[src/rtl/uart_ctrl.sv]
// uart_ctrl: strobe-driven 8N1 UART responder with a one-byte RX holding register.
// State | meaning (shared by TX and RX FSMs)
//   S_IDLE  | line idle, waiting for a write (TX) or a falling edge on rxd_s (RX)
//   S_START | start bit: TX drives 0, RX waits half a bit to confirm it
//   S_DATA  | eight data bits, LSB first, one per DIV clocks
//   S_STOP  | stop bit: TX drives 1, RX samples and loads or flags a framing error
module uart_ctrl #(
    parameter int CLK_FREQ = 50_000_000,
    parameter int BAUD     = 9600
) (
    input  logic       clk,
    input  logic       rst_n,
    input  logic       uart_we_n_i,
    input  logic       uart_re_n_i,
    input  logic [7:0] uart_tx_data_i,
    output logic       uart_tx_ready_o,
    output logic       uart_rx_ready_o,
    output logic [7:0] uart_rx_data_o,
    output logic       uart_rx_overrun_o,
    output logic       uart_rx_ferr_o,
    output logic       txd_o,
    input  logic       rxd_i
);
    localparam int DIV = CLK_FREQ / BAUD;
    localparam int CW  = $clog2(DIV);
    localparam logic [CW-1:0] CNT_TC   = CW'(DIV - 1);
    localparam logic [CW-1:0] CNT_HALF = CW'(DIV / 2 - 1);

    localparam logic [1:0] S_IDLE  = 2'd0;
    localparam logic [1:0] S_START = 2'd1;
    localparam logic [1:0] S_DATA  = 2'd2;
    localparam logic [1:0] S_STOP  = 2'd3;

    generate
        if (DIV < 4) begin : g_div_check
            $error("uart_ctrl: CLK_FREQ/BAUD must be at least 4");
        end
    endgenerate

    logic          r_we_n_q, r_re_n_q;
    logic          w_we_acc, w_re_acc;

    logic [1:0]    r_tx_state;
    logic [CW-1:0] r_tx_cnt;
    logic [2:0]    r_tx_idx;
    logic [7:0]    r_tx_data;
    logic          r_txd, r_tx_ready;
    logic          w_tx_tc;

    logic          r_rx_s1, r_rx_s2;
    logic          w_rxd_s;
    logic [1:0]    r_rx_state;
    logic [CW-1:0] r_rx_cnt;
    logic [2:0]    r_rx_idx;
    logic [7:0]    r_rx_shift;
    logic [7:0]    r_rx_data;
    logic          r_rx_ready, r_rx_ovr, r_rx_ferr;
    logic          w_rx_tc, w_rx_half, w_rx_good, w_rx_bad;

    always_ff @(posedge clk or negedge rst_n) begin
        if (!rst_n) begin
            r_we_n_q <= 1'b1;
            r_re_n_q <= 1'b1;
        end else begin
            r_we_n_q <= uart_we_n_i;
            r_re_n_q <= uart_re_n_i;
        end
    end

    assign w_we_acc = !uart_we_n_i && r_we_n_q;
    assign w_re_acc = !uart_re_n_i && r_re_n_q;

    assign w_tx_tc = (r_tx_cnt == CNT_TC);

    // tx_ready rises one cycle after returning to idle, giving 10*DIV+1 busy cycles
    always_ff @(posedge clk or negedge rst_n) begin
        if (!rst_n) begin
            r_tx_state <= S_IDLE;
            r_tx_cnt   <= '0;
            r_tx_idx   <= '0;
            r_tx_data  <= '0;
            r_txd      <= 1'b1;
            r_tx_ready <= 1'b1;
        end else begin
            if (r_tx_state == S_IDLE || w_tx_tc) r_tx_cnt <= '0;
            else                                 r_tx_cnt <= r_tx_cnt + 1'b1;
            case (r_tx_state)
                S_IDLE: begin
                    if (w_we_acc && r_tx_ready) begin
                        r_tx_data  <= uart_tx_data_i;
                        r_txd      <= 1'b0;
                        r_tx_ready <= 1'b0;
                        r_tx_state <= S_START;
                    end else if (!r_tx_ready) begin
                        r_tx_ready <= 1'b1;
                    end
                end
                S_START: begin
                    if (w_tx_tc) begin
                        r_tx_idx   <= 3'd0;
                        r_txd      <= r_tx_data[0];
                        r_tx_state <= S_DATA;
                    end
                end
                S_DATA: begin
                    if (w_tx_tc) begin
                        if (r_tx_idx == 3'd7) begin
                            r_txd      <= 1'b1;
                            r_tx_state <= S_STOP;
                        end else begin
                            r_tx_idx <= r_tx_idx + 3'd1;
                            r_txd    <= r_tx_data[r_tx_idx + 3'd1];
                        end
                    end
                end
                default: begin
                    if (w_tx_tc) r_tx_state <= S_IDLE;
                end
            endcase
        end
    end

    always_ff @(posedge clk or negedge rst_n) begin
        if (!rst_n) begin
            r_rx_s1 <= 1'b1;
            r_rx_s2 <= 1'b1;
        end else begin
            r_rx_s1 <= rxd_i;
            r_rx_s2 <= r_rx_s1;
        end
    end

    assign w_rxd_s   = r_rx_s2;
    assign w_rx_tc   = (r_rx_cnt == CNT_TC);
    assign w_rx_half = (r_rx_state == S_START) && (r_rx_cnt == CNT_HALF);
    assign w_rx_good = (r_rx_state == S_STOP) && w_rx_tc && w_rxd_s;
    assign w_rx_bad  = (r_rx_state == S_STOP) && w_rx_tc && !w_rxd_s;

    always_ff @(posedge clk or negedge rst_n) begin
        if (!rst_n) begin
            r_rx_state <= S_IDLE;
            r_rx_cnt   <= '0;
            r_rx_idx   <= '0;
            r_rx_shift <= '0;
        end else begin
            if (r_rx_state == S_IDLE || w_rx_tc || w_rx_half) r_rx_cnt <= '0;
            else                                             r_rx_cnt <= r_rx_cnt + 1'b1;
            case (r_rx_state)
                S_IDLE: begin
                    if (!w_rxd_s) r_rx_state <= S_START;
                end
                S_START: begin
                    if (w_rx_half) begin
                        r_rx_idx   <= 3'd0;
                        r_rx_state <= w_rxd_s ? S_IDLE : S_DATA;
                    end
                end
                S_DATA: begin
                    if (w_rx_tc) begin
                        r_rx_shift <= {w_rxd_s, r_rx_shift[7:1]};
                        r_rx_idx   <= r_rx_idx + 3'd1;
                        if (r_rx_idx == 3'd7) r_rx_state <= S_STOP;
                    end
                end
                default: begin
                    if (w_rx_tc) r_rx_state <= S_IDLE;
                end
            endcase
        end
    end

    // A good-stop load in the same cycle as a read overrides the read's clear
    always_ff @(posedge clk or negedge rst_n) begin
        if (!rst_n) begin
            r_rx_data  <= '0;
            r_rx_ready <= 1'b0;
            r_rx_ovr   <= 1'b0;
            r_rx_ferr  <= 1'b0;
        end else begin
            if (w_re_acc) begin
                r_rx_ready <= 1'b0;
                r_rx_ovr   <= 1'b0;
                r_rx_ferr  <= 1'b0;
            end
            if (w_rx_good) begin
                r_rx_data  <= r_rx_shift;
                r_rx_ready <= 1'b1;
                if (r_rx_ready && !w_re_acc) r_rx_ovr <= 1'b1;
            end
            if (w_rx_bad) r_rx_ferr <= 1'b1;
        end
    end

    assign uart_tx_ready_o   = r_tx_ready;
    assign txd_o             = r_txd;
    assign uart_rx_ready_o   = r_rx_ready;
    assign uart_rx_data_o    = r_rx_data;
    assign uart_rx_overrun_o = r_rx_ovr;
    assign uart_rx_ferr_o    = r_rx_ferr;
endmodule

[config.mk]
export PLATFORM = sky130hd
export DESIGN_NAME = uart_ctrl
export DESIGN_NICKNAME = d
export VERILOG_FILES = /design/src/rtl/uart_ctrl.sv
export SDC_FILE = /design/constraint.sdc
export NUM_CORES = 1
export LEC_CHECK = 0
export BUFFER_PORTS_ARGS = -buffer_cell sky130_fd_sc_hd__buf_2
export CAP_MARGIN = 20
export CORE_AREA = 2 2 94 96
export DETAILED_ROUTE_END_ITERATION = 12
export DIE_AREA = 0 0 96 98
export SLEW_MARGIN = 0
export SYNTH_ARGS = -nofsm -noshare
export SYNTH_HDL_FRONTEND = slang
export SYNTH_SLANG_ARGS = --single-unit
[constraint.sdc]
create_clock -name clk -period 2.9 [get_ports clk]
set_input_delay 0 -clock clk [delete_from_list [all_inputs] [get_ports clk]]
set_output_delay 0 -clock clk [all_outputs]
set_load 0.01 [all_outputs]
======== After elaboration in Yosys (flattened, before gate mapping) ========
Index checks and enable logic that the tools add are counted.
word-level totals
  bits in registers ....................... 69
  logic and storage cells ................. 109
  output and inout bits ................... 13
  input bits .............................. 13
operators by class
  multiplexer cells ....................... 36
  order comparisons ....................... 1
  equality and inequality tests ........... 19
  reductions and logical operators ........ 31
  add/subtract/negate cells ............... 4
operators with widths
  operator                                                                      count
  13-bit by 1-bit adder with 13-bit output, second input constant               2
  13-bit equality test, second input constant                                   2
  13-bit two-way mux                                                            2
  2-bit two-way mux                                                             11
  2-bit inequality test, second input constant                                  8
  3-bit two-way mux                                                             5
  13-bit by 12-bit equality test with 1-bit output, second input constant       1
  1-bit two-way mux                                                             12
  2-bit one-hot mux with 3 select lines                                         2
  3-bit one-hot mux with 2 select lines                                         2
  5-bit AND reduction                                                           2
  2-bit nonzero test                                                            5
  1-bit logical AND                                                             8
  4-bit AND reduction                                                           2
  3-bit by 1-bit adder with 3-bit output, second input constant                 2
  2-bit equality test, second input constant                                    3
  3-bit equality test, second input constant                                    2
  3-bit nonzero test                                                            2
  2-bit by 1-bit equality test with 1-bit output, second input constant         2
  1-bit logical NOT                                                             4
  2-bit logical NOT                                                             2
  3-bit by 4-bit less-than comparator with 1-bit output, second input constant  1
  2-bit AND reduction                                                           2
  1-bit binary-select mux with 3-bit select                                     1
  other kinds (4)                                                               6

======== Logic depth before layout (Yosys ltp) ========
Gate-level depths: netlist of run 1.
  depth after elaboration ................. 6
  gate-level depth with buffers ........... 6
  gate-level depth less buffers ........... 6

======== Worst setup path before layout of run 1 ========
OpenSTA, ideal clock, no wires.
  path kind ............................... reg2reg
  start point ............................. reg r_rx_cnt[0]
  end point ............................... reg r_rx_shift[0]
  path slack .............................. 1.135 ns
  stages on the path, launching flop included .. 7
  arrival time ............................ 1.640 ns
  setup time .............................. 0.125 ns
  data required time ...................... 2.775 ns
  path buffers ............................ 1
  clock period less this slack ............ 1.765 ns
  path through ............................ dfrtp_1 > ha_1 > and4b_1 > nand4_4 > nor2_4 > buf_6 > mux2_2
between the ends
  word-level cells in the longest chain between the ends .. 2
ends and longest elaborated chain
  element                               RTL line  RTL
  start, declared                       53        logic [CW-1:0] r_rx_cnt;
  start signal, assigned                147       else r_rx_cnt <= r_rx_cnt + 1'b1;
  13-bit equality test                  134       assign w_rx_tc = (r_rx_cnt == CNT_TC);
  2-bit AND reduction (no source line)  -
  end signal, assigned                  160       r_rx_shift <= {w_rxd_s, r_rx_shift[7:1]};
  end, declared                         55        logic [7:0] r_rx_shift;
Every way passes these cells.
A chain may end at the register's enable or synchronous reset.

======== Worst setup path in the final report of run 1 ========
  start point ............................. reg r_rx_cnt[0]
  end point ............................... reg r_rx_idx[0]
between the ends
  word-level cells in the longest chain between the ends .. 4
  elaborated cells between the ends (all ways) .. 6
  those cells by class .................... eq/ne: 4; reduce/logical: 2
ends and longest elaborated chain
  element                                           RTL line  RTL
  13-bit by 12-bit equality test with 1-bit output  135       assign w_rx_half = (r_rx_state == S_START) && (r_rx_cnt == CNT_HALF);
  1-bit logical AND                                 135
  2-bit inequality test (no source line)            -
  3-bit AND reduction (no source line) *            -
  end signal, assigned                              161       r_rx_idx <= r_rx_idx + 3'd1;
  end, declared                                     54        logic [2:0] r_rx_idx;
Every way passes the cells marked *; elsewhere a longest branch is shown, timed or not.

==> out/metrics.cfg, run 1 <==
[sta]
tightest_slew_ns=0.683
hold_viol=0
clock_skew_ns=0.00924
finalSetupTns_ns=0
fin_crit_sh_pct=68.3
relSlewSlack_pct=54.5
fmax_mhz=505
report.final.slew_viol_count=0
rsz0062_at_grt=no
min_period_ns=1.98
setup_viol_count_final=0

[placement]
placed_area_sq_um=3510
port_buffers=25
dpl.hpwl_um=3930
routabilityCongestion=0.791

[floorplan]
core_area_sq_um=8470
rows=34
die_height_um=98
die_area_sq_um=9410
num_io_pins=26
initial_core_util_pct=38.5
dieWidth_um=96

[pwr]
intPower_mw=1.88
switching_share_pct=26.9
p_sw_uw=689
combPwrFrac_pct=17.8
seqPwrFrac_pct=45.0
cellLeakagePower_nw=1.77
ir_drop_mv=0.356
powerDensity_nw_per_um2=662
clkPwrFrac_pct=37.2

[grt]
grt_max_degree=31
grt_use_total_pct=13.6
grt_pass1_wl_um=10100
grt_overflow=0
grt_pass1_vias=2166
antenna_found_initial=0

[synthesis]
synth_top_family_by_area=simple AND/OR/NAND/NOR gates
async_reset_ff_share_pct=100
synth_cells=269
yosys.area_share.adder_pct=3.84
synth_nets=292
synthMuxAreaShare_pct=10.0
yosysUniqueCellTypes=54
synth_compound_area_share_pct=7.36
avgSynthCellArea_sq_um=12.1
synth_xor_area_share_pct=5.37
netlist_area_sq_um=3260
synth_seq_area_share_pct=53.2
synth_simple_gate_area_share_pct=18.1
yosys_warnings=0
synth_edf_count=0
ys_ff_latch=69
ys.flop_type=dfrtp_1

[flow_run]
maxCapViolations=0

[setup_path]
reg2reg_depth=6
worstSetupPathType=reg2reg
end_kind=flip-flop
path_max_fanout=12
critPathLaunchType=flip-flop
worstPathArrival_ns=2.21
cp_data_required_time_ns=3.13

[clocking]
clkSinkCount=69
clk_pin_slew_ns=0.08
clkLatencyLatePin_ns=0.34
cts_tree=yes
cts_buffers=9
post-cts-setup-buffers=0
cts_buffer_depth=2
h-tree-depth=3
cts_root_buf=clkbuf_8

[routing]
drc=0
route.antenna.remaining_nets=0
drt_iter0_markers=69
wl_per_cell_um=13.2
drt-pass1-iter-count=5
vias=2138
viasPerCell=5.01
routed_wl_um=5640

[finish]
antennaDiodeCount=0
drive_gt1_share_pct=28.8
fin_area_sq_um=3870
nets=337
area_delta_synth_final_pct=18.7
fillers=770

[min_path]
hp-class=in2async

[status]
status=complete, no violations

metal layers:
| layer | GRT usage, % | wire, um |
|---|---|---|
| met4 | 3.96 | 36 |
| met3 | 4.63 | 159 |
| met1 | 18.0 | 2780 |
| met5 | 0 | 0 |
| met2 | 21.2 | 2660 |
path summary, 6_finish.rpt:
kind	from	slack [ns]	to
min in group clk	rxd_i	0.30	r_rx_s1
worst min-delay path	rst_n	0.23	r_tx_cnt[5]
max in group asynchronous	rst_n	1.87	r_re_n_q
worst max-delay path	r_rx_cnt[0]	0.92	r_rx_idx[0]
worst min register to register	r_rx_s1	0.36	r_rx_s2
worst max register to register	r_rx_cnt[0]	0.92	r_rx_idx[0]
sequential cells by signal, indices dropped and copies added, names as in the netlist, 2 cells and up:
name,cells
r_rx_cnt,13
r_tx_state,2
uart_rx_data_o,8
r_tx_idx,3
r_rx_idx,3
r_tx_data,8
r_tx_cnt,13
r_rx_state,2
r_rx_shift,8
power groups by stage:
stage / sequential, mW / combinational [mW] / clock [mW]
6_report: 1.15 / 0.455 / 0.955
5_1_grt: 1.17 / 0.509 / 1.03
4_1_cts: 1.16 / 0.466 / 0.983
3_5_place_dp: 1.17 / 0.450 / 0
3_3_place_gp: 1.17 / 0.442 / 0
2_1_floorplan: 1.16 / 0.344 / 0
cell usage after synthesis (all sizes together), types with 2 or more instances:
master	number	area, sq um
ha	10	125
nand3b	3	22.5
nand3	12	70.1
mux2i	2	20.0
nand2	11	41.3
and4bb	3	37.5
nor4b	3	56.3
or3	3	23.8
o2bb2ai	4	35.0
dfrtp	63	1580
a22oi	3	36.3
nand2b	3	18.8
xor2	10	87.6
nand4	8	71.3
o21ai	4	23.8
buf	5	31.3
nor3	4	20.0
o21a	2	15.0
a22o	2	17.5
xnor2	10	87.6
nor2	35	155
inv	10	37.5
and4b	2	20.0
dfstp	6	158
mux2	27	308
a21oi	7	35.0
final cells by class:
cell class / instances / area (sq um) / area share (%)
clock buffer: 9 / 124 / 3.20
clock inverter: 7 / 123 / 3.17
inverter: 10 / 37.5 / 0.969
multi-input combinational: 185 / 1460 / 37.7
sequential: 69 / 1730 / 44.8
tap: 108 / 135 / 3.49
timing repair buffer: 39 / 260 / 6.72
critical path, cell delays in order (launching register included):
cell	delay (ns)
dfrtp_1	0.39
ha_1	0.28
and4b_1	0.29
nand4_4	0.19
nor2_4	0.32
a21oi_1	0.12
mux2_2	0.28
stage by stage:
stage,hold WS [ns],instances,power (mW),setup slack (ns),util [%]
finish,0.230,427,2.57,0.918,45.7
floorplan,-0.296,269,1.50,1.14,-
CTS,0.254,427,2.60,0.907,45.7
detailed placement,0.0935,399,1.62,0.927,41.4
global placement,0.0778,399,1.61,0.984,41.4
global route,0.281,427,2.71,0.755,45.7
timing repair:
item                      4_1_cts  5_1_grt
hold endpoints to repair       36        0
resized for setup               0        0
hold buffers                   12        0
placed cells by master, fill, tap and decap left out, types with 9 or more instances in the layout:
master	instances
buf_2	25
clkbuf_8	9
dfrtp_1	63
dlygate4sd3_1	12
ha_1	10
inv_1	10
mux2_2	26
nand2_1	11
nand3_1	10
nor2_1	33
xnor2_1	10
xor2_1	10
cells by family after synthesis:
group | count (synthesis)
adders and majority gates | 10
and+or+nand+nor | 94
xor gates and xnor gates | 20
DFF | 69
buffers and inverters | 15
muxes | 29
AOI/OAI and AO/OA | 32
(Power assumes the default switching activity.)
==> run 2: changes to the inputs <==
==> constraint.sdc (replaced) <==
create_clock -name clk -period 1.7 [get_ports clk]
set_input_delay 0 -clock clk [delete_from_list [all_inputs] [get_ports clk]]
set_output_delay 0 -clock clk [all_outputs]
set_load 0.01 [all_outputs]
==> out/metrics.cfg, run 2 (synthesized netlist as in run 1, its figures left out) <==
[sta]
relSlewSlack_pct=69.4
hold_slack_ns=0.132
fin_crit_sh_pct=99.6
tightest_slew_ns=0.453
min_period_ns=1.69
clock_skew_ns=0.00970
setup_ws_ns=0.00633
rsz0062_at_grt=yes
finalSetupTns_ns=0
setup_viol_count_final=0
report.final.slew_viol_count=0
hold_viol=0
fmax_mhz=590

[clocking]
clkSinkCount=69
cts_buffer_depth=2
cts_root_buf=clkbuf_8
cts_tree=yes
clk_pin_slew_ns=0.08
h-tree-depth=3
cts_buffers=9
clkLatencyLatePin_ns=0.34

[grt]
grt_use_total_pct=14.9
antenna_found_initial=0
grt_overflow=0
grt_pass1_vias=2400
grt_pass1_wl_um=11000
grt_max_degree=32

[floorplan]
die_area_sq_um=9410
core_area_sq_um=8470
die_height_um=98
rows=34
num_io_pins=26
dieWidth_um=96
initial_core_util_pct=38.5

[routing]
drt_iter0_markers=65
drc=0
drt-pass1-iter-count=4
viasPerCell=4.91
vias=2305
route.antenna.remaining_nets=0
wl_per_cell_um=13.4
routed_wl_um=6280

[setup_path]
cp_data_required_time_ns=1.93
end_kind=flip-flop
critPathLaunchType=flip-flop
path_max_fanout=5
worstSetupPathType=reg2reg
worstPathArrival_ns=1.93

[finish]
area_delta_synth_final_pct=30.1
antennaDiodeCount=0
fillers=755
multiInputGateArea_sq_um=1550
nets=379
final_common_cell=dfrtp_1
fin_area_sq_um=4250
reg.largest.list=r_rx_cnt: 13 flops, r_tx_cnt: 13 flops
seqCellArea_sq_um=1740
final_cell_mix=dfrtp_1, buf_4, nor2_1, buf_2, mux2_2
drive_gt1_share_pct=39.6

[placement]
dpl.hpwl_um=4420
placed_area_sq_um=3810
routabilityCongestion=0.814
port_buffers=25
pre_cts_slack_ns=-0.0730

[pwr]
finalPower_mw=4.29
combPwrFrac_pct=22.8
powerDensity_nw_per_um2=1010
intPower_mw=3.05
switching_share_pct=28.9
cellLeakagePower_nw=1.97
ir_drop_mv=0.596
p_sw_mw=1.24
clkPwrFrac_pct=31.2
seqPwrFrac_pct=45.9

[flow_run]
maxCapViolations=0

[status]
status=complete, no violations

[min_path]
hp-class=in2async

==> run 2: routing by layer <==
metal / GRT usage [%] / vias up / part of all wire, %
met5: 0 / - / 0
met4: 4.51 / 0 / 1.4
met3: 4.63 / 11 / 2.8
met2: 23.2 / 24 / 49
met1: 19.7 / 1133 / 47
li1: - / 1137 / -
==> run 2: timing repair <==
action | in CTS | in global routing
gates resized for setup | 3 | 11
setup buffers | 1 | 5
hold buffers | 12 | 0
gates cloned | 1 | 0
pin swaps | 2 | 6
setup endpoints to repair | 17 | 27
hold endpoints to repair | 62 | 0
==> run 2: worst paths after layout <==
kind	from	end	slack (ns)	cells after the start
max	r_rx_cnt[1]	r_rx_shift[4]	0.006	5
max reg2reg	r_rx_cnt[1]	r_rx_shift[4]	0.006	5
min	rst_n	r_tx_cnt[0]	0.13	2
min reg2reg	r_rx_s1	r_rx_s2	0.36	0
max in group asynchronous	rst_n	uart_tx_ready_o	0.98	3
min in group clk	rxd_i	r_rx_s1	0.30	2
==> run 2: critical path, cell delays in order, from the launching register on <==
cell and delay (ns):
dfrtp_1 0.41, ha_4 0.15, and4b_2 0.26, nand4_4 0.17
nor2_4 0.24, mux2_2 0.35
==> run 2: cell type report <==
type	count	area share (%)
Inverter	10	0.884
Sequential cell	69	40.9
Timing Repair Buffer	80	14.0
Clock buffer	9	2.92
Multi-Input combinational cell	186	36.4
Tap cell	108	3.18
Clock inverter	7	1.74
==> run 2: power groups by stage <==
stage / combinational, mW / clock [mW] / sequential, mW
after global routing: 1.09 / 1.45 / 2.00
after detailed placement: 0.904 / 0 / 2.00
final: 0.981 / 1.34 / 1.97
after floorplan: 0.595 / 0 / 1.98
after CTS: 0.945 / 1.38 / 1.96
after global placement: 0.879 / 0 / 1.99
==> run 2: metrics by stage <==
step,instances,util (%)
global placement,434,45.0
floorplan,269,-
CTS,464,49.1
global route,469,50.1
finish,469,50.1
detailed placement,434,45.0
==> run 3: changes to the inputs <==
--- a/config.mk
+++ b/config.mk
@@ -5,11 +5,11 @@
 export SDC_FILE = /design/constraint.sdc
 export NUM_CORES = 1
 export LEC_CHECK = 0
-export BUFFER_PORTS_ARGS = -buffer_cell sky130_fd_sc_hd__buf_2
 export CAP_MARGIN = 20
 export CORE_AREA = 2 2 94 96
 export DETAILED_ROUTE_END_ITERATION = 12
 export DIE_AREA = 0 0 96 98
+export DONT_BUFFER_PORTS = 1
 export SLEW_MARGIN = 0
 export SYNTH_ARGS = -nofsm -noshare
 export SYNTH_HDL_FRONTEND = slang
==> out/metrics.cfg, run 3 (synthesized netlist as in run 1, its figures left out) <==
[status]
status=finished with violations
violations=setup timing

[setup_path]
crit_family=simple AND/OR/NAND/NOR gates
critPathLaunchType=flip-flop
cp_data_required_time_ns=1.93
path_cells=nor4b_4, nand4_4, buf_4, nor2_4, mux2_2
worstPathArrival_ns=1.94
slowest_delay_ns=0.43
cp_slowest_cell=dfrtp_2
crit_buf_inv=1
worstSetupPathType=reg2reg
end_kind=flip-flop
path_max_fanout=4

[routing]
drt_iter0_markers=87
wl_per_cell_um=14.1
route.antenna.remaining_nets=0
drt-pass1-iter-count=4
routed_wl_um=6320
viasPerCell=4.99
vias=2241
drc=0

[clocking]
cts_buffers=9
clkSinkCount=69
cts_buffer_depth=2
cts_root_buf=clkbuf_8
clk_pin_slew_ns=0.07
cts_tree=yes
clkLatencyLatePin_ns=0.34
h-tree-depth=3

[placement]
routabilityCongestion=0.782
pre_cts_slack_ns=-0.0953
port_buffers=0
dpl.hpwl_um=4020

[grt]
grt_pass1_wl_um=10600
grt_use_total_pct=14.3
grt_max_degree=70
grt_pass1_vias=2270
grt_overflow=0
antenna_found_initial=0

[flow_run]
maxCapViolations=0

[pwr]
clkPwrFrac_pct=27.5
ir_drop_mv=0.605
p_sw_mw=1.18
seqPwrFrac_pct=48.8
cellLeakagePower_nw=1.89
intPower_mw=2.88
switching_share_pct=29.0
combPwrFrac_pct=23.8
powerDensity_nw_per_um2=978
finalPower_mw=4.06

[sta]
hold_slack_ns=0.111
rsz0062_at_grt=yes
setup_viol_count_final=6
relSlewSlack_pct=76.8
report.final.slew_viol_count=0
setup_ws_ns=-0.0166
fmax_mhz=583
min_period_ns=1.72
clock_skew_ns=0.0100
hold_viol=0
tightest_slew_ns=0.347
fin_crit_sh_pct=101

[min_path]
hp-class=in2reg

[finish]
final_common_cell=dfrtp_1
reg.largest.list=r_rx_cnt: 13 flops, r_tx_cnt: 13 flops
drive_gt1_share_pct=35.2
final_cell_mix=dfrtp_1, buf_4, nor2_1, mux2_2, dlygate4sd3_1
area_delta_synth_final_pct=27.2
nets=359
antennaDiodeCount=0

[floorplan]
num_io_pins=26
die_height_um=98
core_area_sq_um=8470
die_area_sq_um=9410
rows=34
initial_core_util_pct=38.5
dieWidth_um=96

run 3: cell count changes in the layout (fill, tap and decap cells not counted), sizes merged:
cell / previous run / this run
inv: 11 / 10
clkbuf: 9 / 11
buf: 68 / 48
bufinv: 1 / 0
run 3: worst paths after layout:
kind                       cells after the start                 to   startpoint  slack, ns
min in group asynchronous                      2      r_tx_state[1]        rst_n       0.20
max in group asynchronous                      2           r_re_n_q        rst_n       1.16
max reg2reg                                    5  uart_rx_data_o[2]  r_rx_cnt[3]      -0.02
max                                            5  uart_rx_data_o[2]  r_rx_cnt[3]      -0.02
min reg2reg                                    0            r_rx_s2      r_rx_s1       0.36
min                                            3    uart_tx_ready_o  uart_we_n_i       0.11
run 3: repair_timing:
item / CTS / global route
gates resized for setup: 2 / 16
pin swaps: 3 / 9
setup buffers: 2 / 11
hold endpoints to repair: 83 / 0
hold buffers: 13 / 0
cloned: 0 / 1
setup endpoints to repair: 21 / 25
run 3: per-stage QoR:
step	TNS, ns	cell area, sq um	std cells	util [%]
2_1_floorplan	-0.0364	3280	269	-
3_3_place_gp	-0.284	3640	406	43.0
3_5_place_dp	-0.713	3640	406	43.0
4_1_cts	0	3990	437	47.1
5_1_grt	-0.926	4150	449	49.0
6_report	-0.0797	4150	449	49.0
run 3: worst reg2reg max path, cell delays in order, from the launching register on:
cell,delay [ns]
dfrtp_2,0.43
nor4b_4,0.35
nand4_4,0.18
buf_4,0.18
nor2_4,0.13
mux2_2,0.34
run 3: per-layer routing:
| metal | wire (um) | track usage, % |
|---|---|---|
| met1 | 2950 | 18.8 |
| met2 | 3120 | 22.7 |
| met3 | 176 | 4.32 |
| met4 | 74 | 4.40 |
| met5 | 0 | 0 |
run 3: power by group through the flow:
stage / clock [mW] / combinational (mW) / sequential (mW)
floorplan: 0 / 0.595 / 1.98
global placement: 0 / 0.792 / 2.00
detailed placement: 0 / 0.809 / 2.01
CTS: 1.15 / 0.895 / 1.97
global route: 1.22 / 1.06 / 2.01
finish: 1.12 / 0.965 / 1.98
run 3: layout make-up:
type                       instances  area, sq um
clock buffer                      11          131
clock inverter                     5         27.5
fill                             765         4320
inverter                          10         37.5
multi-input combinational        186         1560
sequential                        69         1740
tap                              108          135
timing repair buffer              60          520
